==> config.mk <==
export PLATFORM = sky130hd
export DESIGN_NAME = pio_arb
export DESIGN_NICKNAME = d
export VERILOG_FILES = /design/src/rtl/pio_arb.sv
export SDC_FILE = /design/constraint.sdc
export NUM_CORES = 1
export LEC_CHECK = 0
export BUFFER_PORTS_ARGS = -buffer_cell sky130_fd_sc_hd__buf_2
export CAP_MARGIN = 25
export CORE_AREA = 2 2 81 83
export DETAILED_ROUTE_END_ITERATION = 8
export DIE_AREA = 0 0 83 85
export GPL_ROUTABILITY_DRIVEN = 0
export PLACE_DENSITY = 0.82
export SYNTH_ARGS = -nofsm -noshare
export SYNTH_HDL_FRONTEND = slang
export SYNTH_SLANG_ARGS = --single-unit
==> constraint.sdc <==
create_clock -name I_CLK -period 6.9 [get_ports I_CLK]
set_input_delay 0.69 -clock I_CLK [delete_from_list [all_inputs] [get_ports I_CLK]]
set_output_delay 0.69 -clock I_CLK [all_outputs]
set_load 0.05 [all_outputs]
==> src/rtl/pio_arb.sv <==
// pio_arb: arbiter and strobe sequencer for the shared ISP1362 16-bit PIO bus.
//
// Two requesters (HC = host-controller side, DC = device-controller side)
// issue single-word command/data accesses. Ties are broken round-robin on
// the last owner. Each access runs SETUP -> STROBE -> HOLD -> RECOVER with
// parameterised cycle counts. All outputs are registered.
//
// Parameters:
//   SETUP_CYC  CSF/ADDR (and write data) valid before the strobe falls, 1..255
//   STRB_CYC   RDF/WRF low width in cycles, 1..255
//   RECOV_CYC  CSF-high cycles between accesses, 0..255
//
// Ports:
//   I_CLK, I_RSTF                    clock, asynchronous active-low reset
//   I_HC_REQ/WR/CMD/WDATA            HC access request, direction, port, data
//   I_DC_REQ/WR/CMD/WDATA            DC access request, direction, port, data
//   O_HC_ACK, O_DC_ACK               one-cycle completion pulses
//   O_HC_RDATA, O_DC_RDATA           read data held until that side's next ACK
//   O_ADDR                           {granted requester, CMD bit}
//   O_CSF, O_RDF, O_WRF              active-low chip select and strobes
//   O_DOUT, O_DOE, I_DIN             pad write data, output enable, read data
//   O_BUSY                           high in every state except IDLE
//   O_GRANT                          current or last owner (0 = HC, 1 = DC)
module pio_arb #(
    parameter int SETUP_CYC = 1,
    parameter int STRB_CYC  = 4,
    parameter int RECOV_CYC = 8
) (
    input  logic        I_CLK,
    input  logic        I_RSTF,
    input  logic        I_HC_REQ,
    input  logic        I_HC_WR,
    input  logic        I_HC_CMD,
    input  logic [15:0] I_HC_WDATA,
    input  logic        I_DC_REQ,
    input  logic        I_DC_WR,
    input  logic        I_DC_CMD,
    input  logic [15:0] I_DC_WDATA,
    output logic        O_HC_ACK,
    output logic        O_DC_ACK,
    output logic [15:0] O_HC_RDATA,
    output logic [15:0] O_DC_RDATA,
    output logic [1:0]  O_ADDR,
    output logic        O_CSF,
    output logic        O_RDF,
    output logic        O_WRF,
    output logic [15:0] O_DOUT,
    output logic        O_DOE,
    input  logic [15:0] I_DIN,
    output logic        O_BUSY,
    output logic        O_GRANT
);

    typedef enum logic [2:0] {IDLE, SETUP, STROBE, HOLD, RECOVER} state_t;

    // Counter load values: each timed phase counts down to zero inclusive.
    localparam logic [7:0] SETUP_LD = 8'(SETUP_CYC - 1);
    localparam logic [7:0] STRB_LD  = 8'(STRB_CYC - 1);
    localparam logic [7:0] RECOV_LD = 8'((RECOV_CYC > 0) ? (RECOV_CYC - 1) : 0);

    state_t      state, state_nx;
    logic [7:0]  cnt, cnt_nx;
    logic        last_owner, last_owner_nx;
    logic        owner, owner_nx;
    logic        wr, wr_nx;
    logic [1:0]  addr, addr_nx;
    logic [15:0] dout, dout_nx;
    logic [15:0] hc_rdata, hc_rdata_nx;
    logic [15:0] dc_rdata, dc_rdata_nx;
    logic        csf, csf_nx;
    logic        rdf, rdf_nx;
    logic        wrf, wrf_nx;
    logic        doe, doe_nx;
    logic        busy, busy_nx;
    logic        hc_ack, hc_ack_nx;
    logic        dc_ack, dc_ack_nx;
    logic        pick_dc;
    logic        on_bus;

    // DC wins when it is alone, or on a tie when HC owned the bus last.
    assign pick_dc = I_DC_REQ && (!I_HC_REQ || !last_owner);

    always_comb begin
        state_nx      = state;
        cnt_nx        = cnt;
        last_owner_nx = last_owner;
        owner_nx      = owner;
        wr_nx         = wr;
        addr_nx       = addr;
        dout_nx       = dout;
        hc_rdata_nx   = hc_rdata;
        dc_rdata_nx   = dc_rdata;

        case (state)
            IDLE: begin
                if (I_HC_REQ || I_DC_REQ) begin
                    owner_nx = pick_dc;
                    wr_nx    = pick_dc ? I_DC_WR : I_HC_WR;
                    addr_nx  = {pick_dc, pick_dc ? I_DC_CMD : I_HC_CMD};
                    // The pad register only changes for writes so reads
                    // never toggle the data lines.
                    if (wr_nx) begin
                        dout_nx = pick_dc ? I_DC_WDATA : I_HC_WDATA;
                    end
                    cnt_nx   = SETUP_LD;
                    state_nx = SETUP;
                end
            end
            SETUP: begin
                if (cnt == 8'd0) begin
                    cnt_nx   = STRB_LD;
                    state_nx = STROBE;
                end else begin
                    cnt_nx = cnt - 8'd1;
                end
            end
            STROBE: begin
                if (cnt == 8'd0) begin
                    // Read data is captured on the edge that ends the strobe.
                    if (!wr) begin
                        if (owner) begin
                            dc_rdata_nx = I_DIN;
                        end else begin
                            hc_rdata_nx = I_DIN;
                        end
                    end
                    state_nx = HOLD;
                end else begin
                    cnt_nx = cnt - 8'd1;
                end
            end
            HOLD: begin
                last_owner_nx = owner;
                if (RECOV_CYC == 0) begin
                    state_nx = IDLE;
                end else begin
                    cnt_nx   = RECOV_LD;
                    state_nx = RECOVER;
                end
            end
            RECOVER: begin
                if (cnt == 8'd0) begin
                    state_nx = IDLE;
                end else begin
                    cnt_nx = cnt - 8'd1;
                end
            end
            default: begin
                state_nx = IDLE;
            end
        endcase

        // Outputs are registered from the next state so they line up with
        // the state they describe.
        on_bus    = (state_nx == SETUP) || (state_nx == STROBE) || (state_nx == HOLD);
        csf_nx    = !on_bus;
        rdf_nx    = !((state_nx == STROBE) && !wr_nx);
        wrf_nx    = !((state_nx == STROBE) && wr_nx);
        doe_nx    = on_bus && wr_nx;
        busy_nx   = (state_nx != IDLE);
        hc_ack_nx = (state_nx == HOLD) && !owner_nx;
        dc_ack_nx = (state_nx == HOLD) && owner_nx;
    end

    always_ff @(posedge I_CLK or negedge I_RSTF) begin
        if (!I_RSTF) begin
            state      <= IDLE;
            cnt        <= 8'd0;
            last_owner <= 1'b0;
        end else begin
            state      <= state_nx;
            cnt        <= cnt_nx;
            last_owner <= last_owner_nx;
        end
    end

    always_ff @(posedge I_CLK or negedge I_RSTF) begin
        if (!I_RSTF) begin
            owner    <= 1'b0;
            wr       <= 1'b0;
            addr     <= 2'b00;
            dout     <= 16'h0000;
            hc_rdata <= 16'h0000;
            dc_rdata <= 16'h0000;
            csf      <= 1'b1;
            rdf      <= 1'b1;
            wrf      <= 1'b1;
            doe      <= 1'b0;
            busy     <= 1'b0;
            hc_ack   <= 1'b0;
            dc_ack   <= 1'b0;
        end else begin
            owner    <= owner_nx;
            wr       <= wr_nx;
            addr     <= addr_nx;
            dout     <= dout_nx;
            hc_rdata <= hc_rdata_nx;
            dc_rdata <= dc_rdata_nx;
            csf      <= csf_nx;
            rdf      <= rdf_nx;
            wrf      <= wrf_nx;
            doe      <= doe_nx;
            busy     <= busy_nx;
            hc_ack   <= hc_ack_nx;
            dc_ack   <= dc_ack_nx;
        end
    end

    assign O_HC_ACK   = hc_ack;
    assign O_DC_ACK   = dc_ack;
    assign O_HC_RDATA = hc_rdata;
    assign O_DC_RDATA = dc_rdata;
    assign O_ADDR     = addr;
    assign O_CSF      = csf;
    assign O_RDF      = rdf;
    assign O_WRF      = wrf;
    assign O_DOUT     = dout;
    assign O_DOE      = doe;
    assign O_BUSY     = busy;
    assign O_GRANT    = owner;

endmodule

==> run metrics <==
status finished clean; kind of critical path flop to flop; Final Skew 0.0110 ns; slew margin rel. 0.362; fmax 303 MHz; sequential cell area 1780 um2; crit path time final 3.30 ns; cts hold-fix bufs 0; Leak 2.09 nW; Mapped Cells 263; RSZ-0062 raised after global routing no; Die Ht 85 um; post-synthesis mux area share 0.186; # Max-Cap Violations 0; complex-gate fraction of the synthesized area 0.108; pin count of the biggest net entering global routing 72; CP startpoint kind flop; Slew Limit Fails 0; Die Width 83 um; placed wire-length estimate 4670 um; syn avg cell area 12.1 um2; floorplan core area 6200 um2; FF+latch count, synth 71; Tcrit/Tclk final 0.478; total gr overflow 0; GRT Total Usage 0.196; top-count cell post-synth dfrtp_1; postcts setup bufs 0; multi-input logic area 1320 um2; CTS buffer count 9; Seq/Total Area, Yosys 0.561; Distinct cells, synth 47; Synth Area in Adders 0.00394; EDFF count, synth 0; # DRC 0; vias in the first global route 2461; main combinational cell family by area after synthesis multiplexers; leading area contributor after synthesis dfrtp_1; FILL cells 491; buffers added on ports 113; CTS tree done; antenna violations before repair 0; Hold Vio Cnt, Final 0; Area after DPL 3810 um2; crit end category flop; CTS root buffer clkbuf_8; Arr. time, crit path 3.52 ns; Synthesized Nets 320; Iteration-0 DRC Markers 110; # IOs 114; hold crit path type flop to flop; clock latency on the worst-skew pair 0.33 ns; clock sink count 71; share of layout cells above drive strength 1 0.462; Crit path required time 7.12 ns; Initial Util 0.512; Setup TNS Final 0 ns; Worst VDD drop 0.126 mV; Primary FF master, synth dfrtp_1; Power Density 214 nW/um2; Clock Path Buffers 2; number of cell rows 29; wire per inst 14.2 um; DR vias 2432; Power, Total 0.856 mW; Pre-antenna DRT Iters 4; H-Tree Depth 3; DR vias/cell 5.29; Commonest cells post-synth dfrtp_1, nor2_1, a21oi_1, mux2_2, mux2i_1; area grow syn2layout 25.9%; WL final 6540 um; post-layout instance area 4000 um2; XOR/XNOR Fraction of Synth Area 0.00276; top cells by area, synth dfrtp_1, mux2_2, mux2i_1; Die Area 7060 um2; Crit Path Max Fanout 16; Worst-path clk slew 0.08 ns; Worst-Margin Slew 0.953 ns; Post-CTS Resized 0; top cell type's share of synthesized area 0.536; # setup viols final 0; ant diodes 0; mapped cell area 3170 um2; post-route ant nets 0; # nets final 435; Simple-Gate Fraction of Synth Area 0.112; yosys warns 0; Synth async-reset ratio 1.00; first-pass GRT wire length 11300 um
==> layout by cell type, fill, tap and decap left out, types with 2 or more instances in the layout <==
| master | Yosys | final |
|---|---|---|
| mux2_4 | 10 | 10 |
| buf_2 | 1 | 113 |
| inv_1 | 3 | 3 |
| or3_1 | 2 | 2 |
| o211ai_1 | 2 | 2 |
| nor4_1 | 2 | 2 |
| a21o_1 | 6 | 6 |
| nor2_1 | 29 | 28 |
| o31ai_1 | 2 | 2 |
| clkinvlp_4 | 0 | 2 |
| clkinv_2 | 0 | 2 |
| dfstp_2 | 3 | 3 |
| nand2b_1 | 6 | 6 |
| dfrtp_1 | 68 | 68 |
| buf_4 | 0 | 2 |
| o21ai_0 | 6 | 6 |
| inv_6 | 0 | 2 |
| mux2_2 | 23 | 23 |
| a221o_1 | 2 | 2 |
| nand3b_1 | 2 | 2 |
| a21oi_1 | 23 | 23 |
| a22o_1 | 2 | 2 |
| mux2i_1 | 18 | 18 |
| clkbuf_8 | 0 | 10 |
| o22ai_1 | 2 | 2 |
| nand2_1 | 13 | 13 |
| nor3_1 | 5 | 5 |
==> final cells by class <==
class                           count  share of cell area
Clock inverter                      6              0.0106
Tap cell                           77              0.0241
Multi-Input combinational cell    176               0.329
Sequential cell                    71               0.446
Timing Repair Buffer              117               0.153
Clock buffer                       10              0.0344
Inverter                            3             0.00282
==> state kept, by name, indices dropped and copies added (netlist names), 2 cells and up <==
register,count
O_ADDR,2
O_HC_RDATA,16
O_DOUT,16
cnt,8
state,3
O_DC_RDATA,16
==> final timing paths <==
path                       cells after the start  slack, ns  startpoint       endpoint
max reg2reg                                    7       3.60      cnt[0]  O_HC_RDATA[5]
min reg2reg                                    1       0.49   O_ADDR[1]      O_ADDR[1]
min in group asynchronous                      2       0.54      I_RSTF     O_DOUT[15]
max                                            7       3.60      cnt[0]  O_HC_RDATA[5]
max in group asynchronous                      2       5.76      I_RSTF       state[0]
min                                            1       0.49   O_ADDR[1]      O_ADDR[1]
==> metal layers <==
layer	GRT usage	vias to the layer above	part of all wire
met4	0.0790	0	0.017
met3	0.0447	10	0.061
met2	0.300	97	0.45
met1	0.275	1152	0.47
li1	-	1173	-
met5	0	-	0
==> per-stage QoR <==
stage | hold slack, ns | utilization | cells | setup WS, ns
final | 0.489 | 0.644 | 460 | 3.60
after detailed placement | 0.471 | 0.614 | 443 | 3.59
after global routing | 0.514 | 0.644 | 460 | 3.44
after floorplan | 0.394 | - | 263 | 4.06
after CTS | 0.492 | 0.643 | 459 | 3.59
after global placement | 0.463 | 0.610 | 442 | 3.72
==> power by group <==
group / total (mW) / leakage [nW] / switching [mW] / internal, mW
Combinational: 0.119 / 1.11 / 0.0837 / 0.0351
Sequential: 0.439 / 0.887 / 0.00810 / 0.431
Clock: 0.299 / 0.0891 / 0.157 / 0.141
==> cells by family after synthesis <==
group / Yosys count
AO/OA/AOI/OAI: 54
XOR/XNOR: 1
adder cells (fa/ha/maj): 1
buffers and inverters: 16
flip-flops: 71
multiplexers: 51
AND/OR/NAND/NOR: 69
==> worst max-delay path, stage by stage (launching register included) <==
cell and delay (ns):
dfrtp_1 0.45, inv_1 0.11, ha_1 0.18, or4b_4 0.50, or4_4 0.50, or2_4 0.30, nor3_4 0.73, mux2_2 0.42
Note: power is estimated with default switching activity, not from simulation.
